==> src/rtl/ctrl_pipe_if.sv <==
// ctrl_pipe_if
// Bundles the pipeline-control signals exchanged between the ID stage /
// memory system (master side) and the ctrl_pipe stage-register block
// (slave side).
//
// Signals (direction as seen by the slave, ctrl_pipe):
//   in  id_valid, id_wb[1:0], id_m[2:0], id_ex[5:0], id_rs, id_rt, id_rd
//   in  stall_ext, flush_id
//   out ex_valid, ex_wb, ex_m, ex_ex, ex_rs, ex_rt, ex_wreg   (ID/EX)
//   out mem_valid, mem_wb, mem_m, mem_wreg                    (EX/MEM)
//   out wb_valid, wb_wb, wb_wreg                              (MEM/WB)
//   out fwd_a, fwd_b, hazard_stall, pc_write_en, ifid_write_en
interface ctrl_pipe_if;
    // ID-stage instruction and pipeline control requests
    logic       id_valid;
    logic [1:0] id_wb;       // {RegWrite, MemtoReg}
    logic [2:0] id_m;        // {Branch, MemRead, MemWrite}
    logic [5:0] id_ex;       // {RegDst, ALUSrc, ALUControl[3:0]}
    logic [4:0] id_rs;
    logic [4:0] id_rt;
    logic [4:0] id_rd;
    logic       stall_ext;
    logic       flush_id;

    // ID/EX register
    logic       ex_valid;
    logic [1:0] ex_wb;
    logic [2:0] ex_m;
    logic [5:0] ex_ex;
    logic [4:0] ex_rs;
    logic [4:0] ex_rt;
    logic [4:0] ex_wreg;

    // EX/MEM register
    logic       mem_valid;
    logic [1:0] mem_wb;
    logic [2:0] mem_m;
    logic [4:0] mem_wreg;

    // MEM/WB register
    logic       wb_valid;
    logic [1:0] wb_wb;
    logic [4:0] wb_wreg;

    // Hazard / forwarding
    logic [1:0] fwd_a;
    logic [1:0] fwd_b;
    logic       hazard_stall;
    logic       pc_write_en;
    logic       ifid_write_en;

    modport slave (
        input  id_valid, id_wb, id_m, id_ex, id_rs, id_rt, id_rd,
        input  stall_ext, flush_id,
        output ex_valid, ex_wb, ex_m, ex_ex, ex_rs, ex_rt, ex_wreg,
        output mem_valid, mem_wb, mem_m, mem_wreg,
        output wb_valid, wb_wb, wb_wreg,
        output fwd_a, fwd_b, hazard_stall, pc_write_en, ifid_write_en
    );

    modport master (
        output id_valid, id_wb, id_m, id_ex, id_rs, id_rt, id_rd,
        output stall_ext, flush_id,
        input  ex_valid, ex_wb, ex_m, ex_ex, ex_rs, ex_rt, ex_wreg,
        input  mem_valid, mem_wb, mem_m, mem_wreg,
        input  wb_valid, wb_wb, wb_wreg,
        input  fwd_a, fwd_b, hazard_stall, pc_write_en, ifid_write_en
    );
endinterface

==> src/rtl/ctrl_pipe.sv <==
// ctrl_pipe
// Control half of a classic 5-stage pipeline: the ID/EX, EX/MEM and MEM/WB
// control/register-field registers, the hazard (stall) detector and the
// ALU operand forwarding selects.
//
// Ports:
//   clk    in   sole clock, rising edge
//   rst_n  in   asynchronous active-low reset
//   bus    ctrl_pipe_if.slave  ID inputs, stage registers, hazard/forward
//
// Build option:
//   CTRL_PIPE_FWD_UNIT_EN  defined   -> forwarding unit present; only a
//                                       load in EX followed by a dependent
//                                       instruction stalls (1 bubble).
//                          undefined -> no forwarding (fwd_a/fwd_b = 00);
//                                       any in-flight writer in EX or MEM
//                                       that a new instruction reads stalls
//                                       (up to 2 bubbles).
module ctrl_pipe (
    input  logic          clk,
    input  logic          rst_n,
    ctrl_pipe_if.slave    bus
);

    // ID/EX
    logic       r_ex_valid;
    logic [1:0] r_ex_wb;
    logic [2:0] r_ex_m;
    logic [5:0] r_ex_ex;
    logic [4:0] r_ex_rs;
    logic [4:0] r_ex_rt;
    logic [4:0] r_ex_wreg;

    // EX/MEM
    logic       r_mem_valid;
    logic [1:0] r_mem_wb;
    logic [2:0] r_mem_m;
    logic [4:0] r_mem_wreg;

    // MEM/WB
    logic       r_wb_valid;
    logic [1:0] r_wb_wb;
    logic [4:0] r_wb_wreg;

    logic [4:0] w_id_wreg;
    logic       w_hazard;
    logic       w_ex_bubble;
    logic [1:0] w_fwd_a;
    logic [1:0] w_fwd_b;

    // A stage only counts as a writer of r when it holds a real instruction
    // that writes the register file, and never for $0 (hard-wired zero).
    function automatic logic f_writes(
        input logic       valid,
        input logic       reg_write,
        input logic [4:0] wreg,
        input logic [4:0] r
    );
        return valid & reg_write & (wreg != 5'd0) & (wreg == r);
    endfunction

    // RegDst selects rd (R-type) over rt (I-type) as the destination.
    assign w_id_wreg = bus.id_ex[5] ? bus.id_rd : bus.id_rt;

    logic w_ex_wr_rs;
    logic w_ex_wr_rt;
    assign w_ex_wr_rs = f_writes(r_ex_valid, r_ex_wb[1], r_ex_wreg, bus.id_rs);
    assign w_ex_wr_rt = f_writes(r_ex_valid, r_ex_wb[1], r_ex_wreg, bus.id_rt);

`ifdef CTRL_PIPE_FWD_UNIT_EN
    // Only a load's data arrives too late for forwarding to cover.
    assign w_hazard = bus.id_valid & ~bus.flush_id & r_ex_m[1]
                    & (w_ex_wr_rs | w_ex_wr_rt);

    // MEM has the younger result, so it wins over WB.
    always_comb begin
        w_fwd_a = 2'b00;
        if (f_writes(r_mem_valid, r_mem_wb[1], r_mem_wreg, r_ex_rs)) begin
            w_fwd_a = 2'b10;
        end else if (f_writes(r_wb_valid, r_wb_wb[1], r_wb_wreg, r_ex_rs)) begin
            w_fwd_a = 2'b01;
        end
    end

    always_comb begin
        w_fwd_b = 2'b00;
        if (f_writes(r_mem_valid, r_mem_wb[1], r_mem_wreg, r_ex_rt)) begin
            w_fwd_b = 2'b10;
        end else if (f_writes(r_wb_valid, r_wb_wb[1], r_wb_wreg, r_ex_rt)) begin
            w_fwd_b = 2'b01;
        end
    end
`else
    // Without forwarding the consumer waits until the producer reaches WB,
    // where the register file is written before it is read.
    logic w_mem_wr_rs;
    logic w_mem_wr_rt;
    assign w_mem_wr_rs = f_writes(r_mem_valid, r_mem_wb[1], r_mem_wreg, bus.id_rs);
    assign w_mem_wr_rt = f_writes(r_mem_valid, r_mem_wb[1], r_mem_wreg, bus.id_rt);

    assign w_hazard = bus.id_valid & ~bus.flush_id
                    & (w_ex_wr_rs | w_ex_wr_rt | w_mem_wr_rs | w_mem_wr_rt);

    assign w_fwd_a = 2'b00;
    assign w_fwd_b = 2'b00;
`endif

    // flush_id is already folded into w_hazard; both insert a bubble.
    assign w_ex_bubble = bus.flush_id | w_hazard;

    always_ff @(posedge clk or negedge rst_n) begin
        if (!rst_n) begin
            r_ex_valid  <= 1'b0;
            r_ex_wb     <= 2'b00;
            r_ex_m      <= 3'b000;
            r_ex_ex     <= 6'b000000;
            r_ex_rs     <= 5'd0;
            r_ex_rt     <= 5'd0;
            r_ex_wreg   <= 5'd0;
            r_mem_valid <= 1'b0;
            r_mem_wb    <= 2'b00;
            r_mem_m     <= 3'b000;
            r_mem_wreg  <= 5'd0;
            r_wb_valid  <= 1'b0;
            r_wb_wb     <= 2'b00;
            r_wb_wreg   <= 5'd0;
        end else if (!bus.stall_ext) begin
            // Downstream stages always advance so the pipe drains ahead
            // of any bubble inserted into ID/EX.
            r_mem_valid <= r_ex_valid;
            r_mem_wb    <= r_ex_wb;
            r_mem_m     <= r_ex_m;
            r_mem_wreg  <= r_ex_wreg;
            r_wb_valid  <= r_mem_valid;
            r_wb_wb     <= r_mem_wb;
            r_wb_wreg   <= r_mem_wreg;

            if (w_ex_bubble) begin
                r_ex_valid <= 1'b0;
                r_ex_wb    <= 2'b00;
                r_ex_m     <= 3'b000;
                r_ex_ex    <= 6'b000000;
                r_ex_rs    <= 5'd0;
                r_ex_rt    <= 5'd0;
                r_ex_wreg  <= 5'd0;
            end else begin
                r_ex_valid <= bus.id_valid;
                r_ex_wb    <= bus.id_wb;
                r_ex_m     <= bus.id_m;
                r_ex_ex    <= bus.id_ex;
                r_ex_rs    <= bus.id_rs;
                r_ex_rt    <= bus.id_rt;
                r_ex_wreg  <= w_id_wreg;
            end
        end
    end

    assign bus.ex_valid      = r_ex_valid;
    assign bus.ex_wb         = r_ex_wb;
    assign bus.ex_m          = r_ex_m;
    assign bus.ex_ex         = r_ex_ex;
    assign bus.ex_rs         = r_ex_rs;
    assign bus.ex_rt         = r_ex_rt;
    assign bus.ex_wreg       = r_ex_wreg;
    assign bus.mem_valid     = r_mem_valid;
    assign bus.mem_wb        = r_mem_wb;
    assign bus.mem_m         = r_mem_m;
    assign bus.mem_wreg      = r_mem_wreg;
    assign bus.wb_valid      = r_wb_valid;
    assign bus.wb_wb         = r_wb_wb;
    assign bus.wb_wreg       = r_wb_wreg;
    assign bus.fwd_a         = w_fwd_a;
    assign bus.fwd_b         = w_fwd_b;
    assign bus.hazard_stall  = w_hazard;
    assign bus.pc_write_en   = ~(bus.stall_ext | w_hazard);
    assign bus.ifid_write_en = ~(bus.stall_ext | w_hazard);

endmodule
==> src/flat_wrapper.sv <==
// flat-port wrapper written by rule: the top's interface ports become plain ports
module ctrl_pipe_flat 
  (clk, rst_n, bus_id_valid, bus_id_wb, bus_id_m, bus_id_ex, bus_id_rs, bus_id_rt, bus_id_rd, bus_stall_ext, bus_flush_id, bus_ex_valid, bus_ex_wb, bus_ex_m, bus_ex_ex, bus_ex_rs, bus_ex_rt, bus_ex_wreg, bus_mem_valid, bus_mem_wb, bus_mem_m, bus_mem_wreg, bus_wb_valid, bus_wb_wb, bus_wb_wreg, bus_fwd_a, bus_fwd_b, bus_hazard_stall, bus_pc_write_en, bus_ifid_write_en);
  ctrl_pipe_if bus_i ();
  input  logic clk;
  input  logic rst_n;
  input wire logic [$bits(bus_i.id_valid)-1:0] bus_id_valid;
  input wire logic [$bits(bus_i.id_wb)-1:0] bus_id_wb;
  input wire logic [$bits(bus_i.id_m)-1:0] bus_id_m;
  input wire logic [$bits(bus_i.id_ex)-1:0] bus_id_ex;
  input wire logic [$bits(bus_i.id_rs)-1:0] bus_id_rs;
  input wire logic [$bits(bus_i.id_rt)-1:0] bus_id_rt;
  input wire logic [$bits(bus_i.id_rd)-1:0] bus_id_rd;
  input wire logic [$bits(bus_i.stall_ext)-1:0] bus_stall_ext;
  input wire logic [$bits(bus_i.flush_id)-1:0] bus_flush_id;
  output wire logic [$bits(bus_i.ex_valid)-1:0] bus_ex_valid;
  output wire logic [$bits(bus_i.ex_wb)-1:0] bus_ex_wb;
  output wire logic [$bits(bus_i.ex_m)-1:0] bus_ex_m;
  output wire logic [$bits(bus_i.ex_ex)-1:0] bus_ex_ex;
  output wire logic [$bits(bus_i.ex_rs)-1:0] bus_ex_rs;
  output wire logic [$bits(bus_i.ex_rt)-1:0] bus_ex_rt;
  output wire logic [$bits(bus_i.ex_wreg)-1:0] bus_ex_wreg;
  output wire logic [$bits(bus_i.mem_valid)-1:0] bus_mem_valid;
  output wire logic [$bits(bus_i.mem_wb)-1:0] bus_mem_wb;
  output wire logic [$bits(bus_i.mem_m)-1:0] bus_mem_m;
  output wire logic [$bits(bus_i.mem_wreg)-1:0] bus_mem_wreg;
  output wire logic [$bits(bus_i.wb_valid)-1:0] bus_wb_valid;
  output wire logic [$bits(bus_i.wb_wb)-1:0] bus_wb_wb;
  output wire logic [$bits(bus_i.wb_wreg)-1:0] bus_wb_wreg;
  output wire logic [$bits(bus_i.fwd_a)-1:0] bus_fwd_a;
  output wire logic [$bits(bus_i.fwd_b)-1:0] bus_fwd_b;
  output wire logic [$bits(bus_i.hazard_stall)-1:0] bus_hazard_stall;
  output wire logic [$bits(bus_i.pc_write_en)-1:0] bus_pc_write_en;
  output wire logic [$bits(bus_i.ifid_write_en)-1:0] bus_ifid_write_en;
  assign bus_i.id_valid = bus_id_valid;
  assign bus_i.id_wb = bus_id_wb;
  assign bus_i.id_m = bus_id_m;
  assign bus_i.id_ex = bus_id_ex;
  assign bus_i.id_rs = bus_id_rs;
  assign bus_i.id_rt = bus_id_rt;
  assign bus_i.id_rd = bus_id_rd;
  assign bus_i.stall_ext = bus_stall_ext;
  assign bus_i.flush_id = bus_flush_id;
  assign bus_ex_valid = bus_i.ex_valid;
  assign bus_ex_wb = bus_i.ex_wb;
  assign bus_ex_m = bus_i.ex_m;
  assign bus_ex_ex = bus_i.ex_ex;
  assign bus_ex_rs = bus_i.ex_rs;
  assign bus_ex_rt = bus_i.ex_rt;
  assign bus_ex_wreg = bus_i.ex_wreg;
  assign bus_mem_valid = bus_i.mem_valid;
  assign bus_mem_wb = bus_i.mem_wb;
  assign bus_mem_m = bus_i.mem_m;
  assign bus_mem_wreg = bus_i.mem_wreg;
  assign bus_wb_valid = bus_i.wb_valid;
  assign bus_wb_wb = bus_i.wb_wb;
  assign bus_wb_wreg = bus_i.wb_wreg;
  assign bus_fwd_a = bus_i.fwd_a;
  assign bus_fwd_b = bus_i.fwd_b;
  assign bus_hazard_stall = bus_i.hazard_stall;
  assign bus_pc_write_en = bus_i.pc_write_en;
  assign bus_ifid_write_en = bus_i.ifid_write_en;
  ctrl_pipe u_core (.clk(clk), .rst_n(rst_n), .bus(bus_i));
endmodule
==> config.mk <==
export PLATFORM = sky130hd
export DESIGN_NAME = ctrl_pipe_flat
export DESIGN_NICKNAME = d
export VERILOG_FILES = /design/src/rtl/ctrl_pipe_if.sv /design/src/rtl/ctrl_pipe.sv /design/src/flat_wrapper.sv
export SDC_FILE = /design/constraint.sdc
export NUM_CORES = 1
export LEC_CHECK = 0
export CAP_MARGIN = 0
export CORE_MARGIN = 4
export CORE_UTILIZATION = 43
export CTS_CLUSTER_SIZE = 12
export DETAILED_ROUTE_END_ITERATION = 10
export PLACE_DENSITY = 0.8
export REMOVE_ABC_BUFFERS = 1
export SYNTH_ARGS = -nofsm -noshare
export SYNTH_HDL_FRONTEND = slang
export SYNTH_SLANG_ARGS = --single-unit
==> constraint.sdc <==
create_clock -name clk -period 2.19 [get_ports clk]
set_input_delay 0.219 -clock clk [delete_from_list [all_inputs] [get_ports clk]]
set_output_delay 0.219 -clock clk [all_outputs]
set_load 0.02 [all_outputs]
==> reports/metrics.cfg, run 1 <==
[outcome]
status = complete, but fails checks
violations = hold timing, setup timing

[synth]
yosys.area_share.simple_pct = 3.67
synth_xor_area_share_pct = 8.42
syn_area_mm2 = 0.00208
synthMuxAreaShare_pct = 13.0
postSynthCellCount = 154
synth_compound_area_share_pct = 15.5
synth_top_area_share_pct = 55.3
synth_seq_cells = 46
avgSynthCellArea_um2 = 13.5
synth_area_leaders = dfrtp_1 55%, a22o_1 11%, xnor2_1 8.4%
synth_top_family_by_area = compound AO/OA/AOI/OAI gates
yosysWarningCount = 0
synth_top_cell_by_area = dfrtp_1
synth-seq-area-share_pct = 55.3
synthAdderAreaFrac_pct = 0
synthDistinctLibCells = 23

[clock_tree]
cts_sinks = 46
clkLatencyLatePin_ns = 0.30
htreeDepth = 2
clockBufferDepth = 2
numCtsBuffers = 5
clk_pin_slew_ns = 0.09
root_buffer = clkbuf_8
cts_tree = yes
holdBufCountCts = 0

[place]
port-buffer-count = 79
hpwl_um = 3800
placed_area_mm2 = 0.00303
gp_congestion = 0.835
dp.cells = 298
dp_slack_ns = -0.246

[global_routing]
grt_max_degree = 47
grt_overflow = 0
antenna_found_initial = 0
grt_usage_pct = 18.1
grt_pass1_vias = 1676
grt_pass1_wl_um = 8610

[floorplanning]
die_h_um = 77.6
rows = 25
core_mm2 = 0.00469
start_util_pct = 44.3
io-pin-count = 84
die_x_um = 77.6
die_area_mm2 = 0.00602

[finish]
syn_to_final_growth_pct = 53.3
nets = 286
diodes = 0
stdcell_count = 309
final_common_cell = clkdlybuf4s50_1
post-route-util_pct = 68.0
design_area_mm2 = 0.00319
drive_above_1_share_pct = 21.6
layout_common_cells = 74 x clkdlybuf4s50_1, 46 x dfrtp_1, 26 x a22o_1

[detailed_routing]
ant_nets = 0
wl_met1_um = 2590
drc = 0
totalWireLength_um = 5550
wl_met3_um = 332
wl_met2_um = 2580
first_iter_violations = 98
via_per_inst = 5.29
vias = 1636
first_pass_iters = 4
wire_per_inst_um = 18.0
routed.top_layer = met4

[power]
peakVddDrop_v = 0.000357
power_per_cell_area_mw_per_mm2 = 676
clockPowerShare_pct = 23.1
swShare_pct = 30.1
seq_power_share_pct = 45.8
intPower_mw = 1.51
p_sw_mw = 0.649
power_mw = 2.16
p_leak_nw = 1.41
p_comb_share_pct = 31.1

[setup_path]
reg2reg_slack_ns = 0.04
cp_max_fo = 2
arrival_ns = 2.00
critPathLaunchType = flop
cp-startpoint = u_core.bus.mem_wreg[1]
crit_required_ns = 1.97
crit_path_end_kind = primary output
crit_type = flop to primary output
reg2reg_from = u_core.bus.ex_wreg[1]

[sta]
rsz0062_at_grt = yes
tightest_slew_ns = 0.578
finalCriticalPeriod_ns = 2.22
slew_headroom_pct = 61.4
whs_ns = -0.00681
drv_slew = 0
max_freq_ghz = 0.451
hold_viol = 8
finClkSkew_ns = 0.00959
period_share_pct = 101
finalSetupViolations = 2
worst_slack_ns = -0.0258

[hold_path]
hold_class = input pin to asynchronous set/reset pin

[flow_run]
drv_cap = 0

-- per-stage QoR --
stage	TNS (ns)	hold WS [ns]
final	-0.0511	-0.00681
after global routing	-1.08	0.0347
after CTS	-0.141	0.0105
after detailed placement	-0.684	0.342
after global placement	-0.562	0.340
after floorplan	-2.61	-0.0766
-- final timing paths --
path | endpoint | depth (start not counted)
max in group asynchronous | u_core.bus.ex_rt[1] | 2
max reg2reg | u_core.bus.ex_rs[3] | 8
min reg2reg | u_core.bus.mem_m[0] | 1
min in group clk | u_core.bus.ex_valid | 2
max | bus_ifid_write_en | 6
min | u_core.bus.wb_wreg[2] | 2
-- critical path: stages, from the launching register on --
cell and delay [ns]:
dfrtp_1 0.38, or3_1 0.37, o311a_1 0.31, and2_1 0.19, a22oi_2 0.17, o21ba_4 0.17
buf_6 0.11
-- cell families after synthesis --
family	Yosys count
AO/OA/AOI/OAI	35
XOR/XNOR	20
buffers and inverters	13
flip-flops	46
multiplexers	24
other	1
AND/OR/NAND/NOR	15
-- metal layers --
layer  global-route usage, %  vias up
met4                    4.80        0
met1                    24.9      807
met5                       0        -
met2                    28.4       70
li1                        -      753
met3                    4.99        6
-- power by group through the flow --
stage | clock [mW] | combinational (mW) | sequential [mW]
floorplan | 0 | 0.170 | 1.12
global route | 0.546 | 0.714 | 0.999
global placement | 0 | 0.646 | 1.00
detailed placement | 0 | 0.654 | 1.00
finish | 0.499 | 0.670 | 0.987
CTS | 0.515 | 0.657 | 0.988
-- cell type report --
| type | count | area, um^2 |
|---|---|---|
| fillers | 353 | 1500 |
| flip-flops and latches | 46 | 1150 |
| repair buffers | 104 | 1020 |
| multi-input cells | 98 | 870 |
| clock buffers | 5 | 68.8 |
| well taps | 54 | 67.6 |
| clock inverters | 2 | 10.0 |
-- cells in the mapped netlist, drive strengths merged --
cell    instances
a221oi          1
a22o           26
a22oi           2
a32o            1
and2            2
buf             8
clkbuf          5
conb            1
dfrtp          46
mux2           24
nand2           4
nand3           4
nor2            2
o21ba           1
o22ai           2
o311a           2
or2             1
or3             2
xnor2          20
-- registers in the layout, summed over array words and instances, names as in the netlist --
register / flops
u_core.bus.ex_m: 3
u_core.bus.mem_wb: 2
u_core.bus.ex_rt: 5
u_core.bus.ex_ex: 6
u_core.bus.mem_valid: 1
u_core.bus.mem_m: 3
u_core.bus.ex_valid: 1
u_core.bus.wb_valid: 1
u_core.bus.wb_wb: 2
u_core.bus.wb_wreg: 5
u_core.bus.mem_wreg: 5
u_core.bus.ex_wreg: 5
u_core.bus.ex_rs: 5
u_core.bus.ex_wb: 2
-- repair_timing --
| item | 4_1_cts | 5_1_grt |
|---|---|---|
| pin swaps | 2 | 4 |
| gates cloned | 0 | 3 |
| hold endpoints to repair | 0 | 0 |
| gates resized for setup | 15 | 6 |
| endpoints found under the setup margin | 3 | 23 |
| setup buffers | 0 | 1 |
(Power assumes the default switching activity.)
==> run 2, diff against run 1 <==
--- a/config.mk
+++ b/config.mk
@@ -8,6 +8,7 @@
 export CAP_MARGIN = 0
 export CORE_MARGIN = 4
 export CORE_UTILIZATION = 43
+export CTS_BUF_LIST = sky130_fd_sc_hd__clkbuf_16
 export CTS_CLUSTER_SIZE = 12
 export DETAILED_ROUTE_END_ITERATION = 10
 export PLACE_DENSITY = 0.8
==> reports/metrics.cfg, run 2 (same netlist as run 1, synthesis figures left out) <==
[outcome]
status = complete, but fails checks
violations = setup timing

[sta]
fin_setup_tns_ns = -0.0311
max_freq_ghz = 0.453
finClkSkew_ns = 0.00569
worst_slack_ns = -0.0157
hold_viol = 0
drv_slew = 0
finalCriticalPeriod_ns = 2.21
period_share_pct = 101
tightest_slew_ns = 0.570
rsz0062_at_grt = yes
finalSetupViolations = 2
whs_ns = 0.0161
slew_headroom_pct = 62.0

[power]
power_mw = 2.37
intPower_mw = 1.71
power_per_cell_area_mw_per_mm2 = 730
swShare_pct = 28.0
seq_power_share_pct = 41.7
p_comb_share_pct = 28.3
p_sw_mw = 0.664
clockPowerShare_pct = 30.0
p_leak_nw = 1.44
peakVddDrop_v = 0.000382

[setup_path]
reg2reg_depth = 8
crit_required_ns = 1.97
cp_max_fo = 2
critPathLaunchType = flop
cp-startpoint = u_core.bus.ex_wreg[1]
reg2reg_slack_ns = 0.03
arrival_ns = 1.99
crit_path_end_kind = primary output
reg2reg_from = u_core.bus.ex_wreg[1]
endpoint = bus_ifid_write_en
crit_type = flop to primary output
r2r_end = u_core.bus.ex_wreg[1]

[detailed_routing]
first_iter_violations = 128
vias = 1657
totalWireLength_um = 5560
ant_nets = 0
wl_met2_um = 2660
wl_met1_um = 2500
wire_per_inst_um = 18.0
routed.top_layer = met4
wl_met3_um = 325
via_per_inst = 5.36
first_pass_iters = 4
drc = 0

[finish]
drive_above_1_share_pct = 21.6
fillers = 337
stdcell_count = 309
syn_to_final_growth_pct = 56.0
largest_reg_flops = 6
final_common_cell = clkdlybuf4s50_1
nets = 286
layout_common_cells = 74 x clkdlybuf4s50_1, 46 x dfrtp_1, 26 x a22o_1
diodes = 0

[floorplanning]
die_h_um = 77.6
die_x_um = 77.6
start_util_pct = 44.3
core_mm2 = 0.00469
die_area_mm2 = 0.00602
rows = 25
io-pin-count = 84

[clock_tree]
cts_sinks = 46
htreeDepth = 2
clkLatencyLatePin_ns = 0.28
cts_tree = yes
numCtsBuffers = 5
clk_pin_slew_ns = 0.06
clockBufferDepth = 2
root_buffer = clkbuf_16

[global_routing]
grt_overflow = 0
antenna_found_initial = 0
grt_pass1_wl_um = 8640
grt_max_degree = 47
grt_pass1_vias = 1682
grt_usage_pct = 18.0

[place]
hpwl_um = 3800
dp.cells = 298
port-buffer-count = 79
gp_congestion = 0.835

[hold_path]
hold_class = input pin to asynchronous set/reset pin

[flow_run]
drv_cap = 0

-- run 2: cell types whose count changed in the layout (fill, tap and decap cells not counted) --
cell       delta
clkbuf_8      -5
clkbuf_16     +5
-- run 2: worst max-delay path: stages (launching register included) --
cell	delay [ns]
dfrtp_1	0.38
or3_1	0.37
o311a_1	0.31
and2_4	0.17
a22oi_2	0.20
o21ba_4	0.17
buf_6	0.11
-- run 2: metal layers --
layer  vias up  global-route usage, %
li1        759                      -
met1       822                   24.8
met2        69                   29.1
met3         7                   4.29
met4         0                   3.74
met5         -                      0
-- run 2: worst min-delay path by stage --
stage	startpoint	to	slack [ns]	depth (start not counted)
2_1_floorplan	rst_n	u_core.bus.ex_ex[0]	-0.08	0
6_report	rst_n	u_core.bus.wb_wreg[2]	0.02	2
4_1_cts	rst_n	u_core.bus.wb_wreg[2]	0.04	2
3_5_place_dp	rst_n	u_core.bus.wb_wreg[2]	0.34	2
3_3_place_gp	rst_n	u_core.bus.ex_m[2]	0.34	2
5_1_grt	rst_n	u_core.bus.wb_wreg[2]	0.08	2
-- run 2: power groups by stage --
stage,registers [mW],logic (mW),clock network [mW]
CTS,0.990,0.658,0.730
global route,1.00,0.713,0.760
finish,0.990,0.670,0.711
detailed placement,1.00,0.654,0
global placement,1.00,0.646,0
floorplan,1.12,0.170,0
-- run 2: layout make-up --
cell class / count / area [um^2] / share of cell area [%]
Clock buffer: 5 / 125 / 3.85
Clock inverter: 2 / 10.0 / 0.308
Sequential cell: 46 / 1150 / 35.5
Multi-Input combinational cell: 98 / 870 / 26.8
Timing Repair Buffer: 104 / 1020 / 31.5
Tap cell: 54 / 67.6 / 2.08
-- run 2: what timing repair did --
action,in CTS,in global routing
gates resized for setup,15,6
buffers inserted,0,1
gates cloned,0,3
hold buffers,0,0
setup endpoints to repair,3,26
pin swaps,2,5
-- run 2: per-stage QoR --
| stage | util (%) | setup WS, ns | cell area [um^2] |
|---|---|---|---|
| after floorplan | - | -0.101 | 2010 |
| after detailed placement | 64.5 | -0.246 | 3030 |
| after CTS | 67.3 | -0.0463 | 3160 |
| final | 69.2 | -0.0157 | 3250 |
| after global routing | 69.2 | -0.0884 | 3250 |
| after global placement | 64.5 | -0.201 | 3030 |
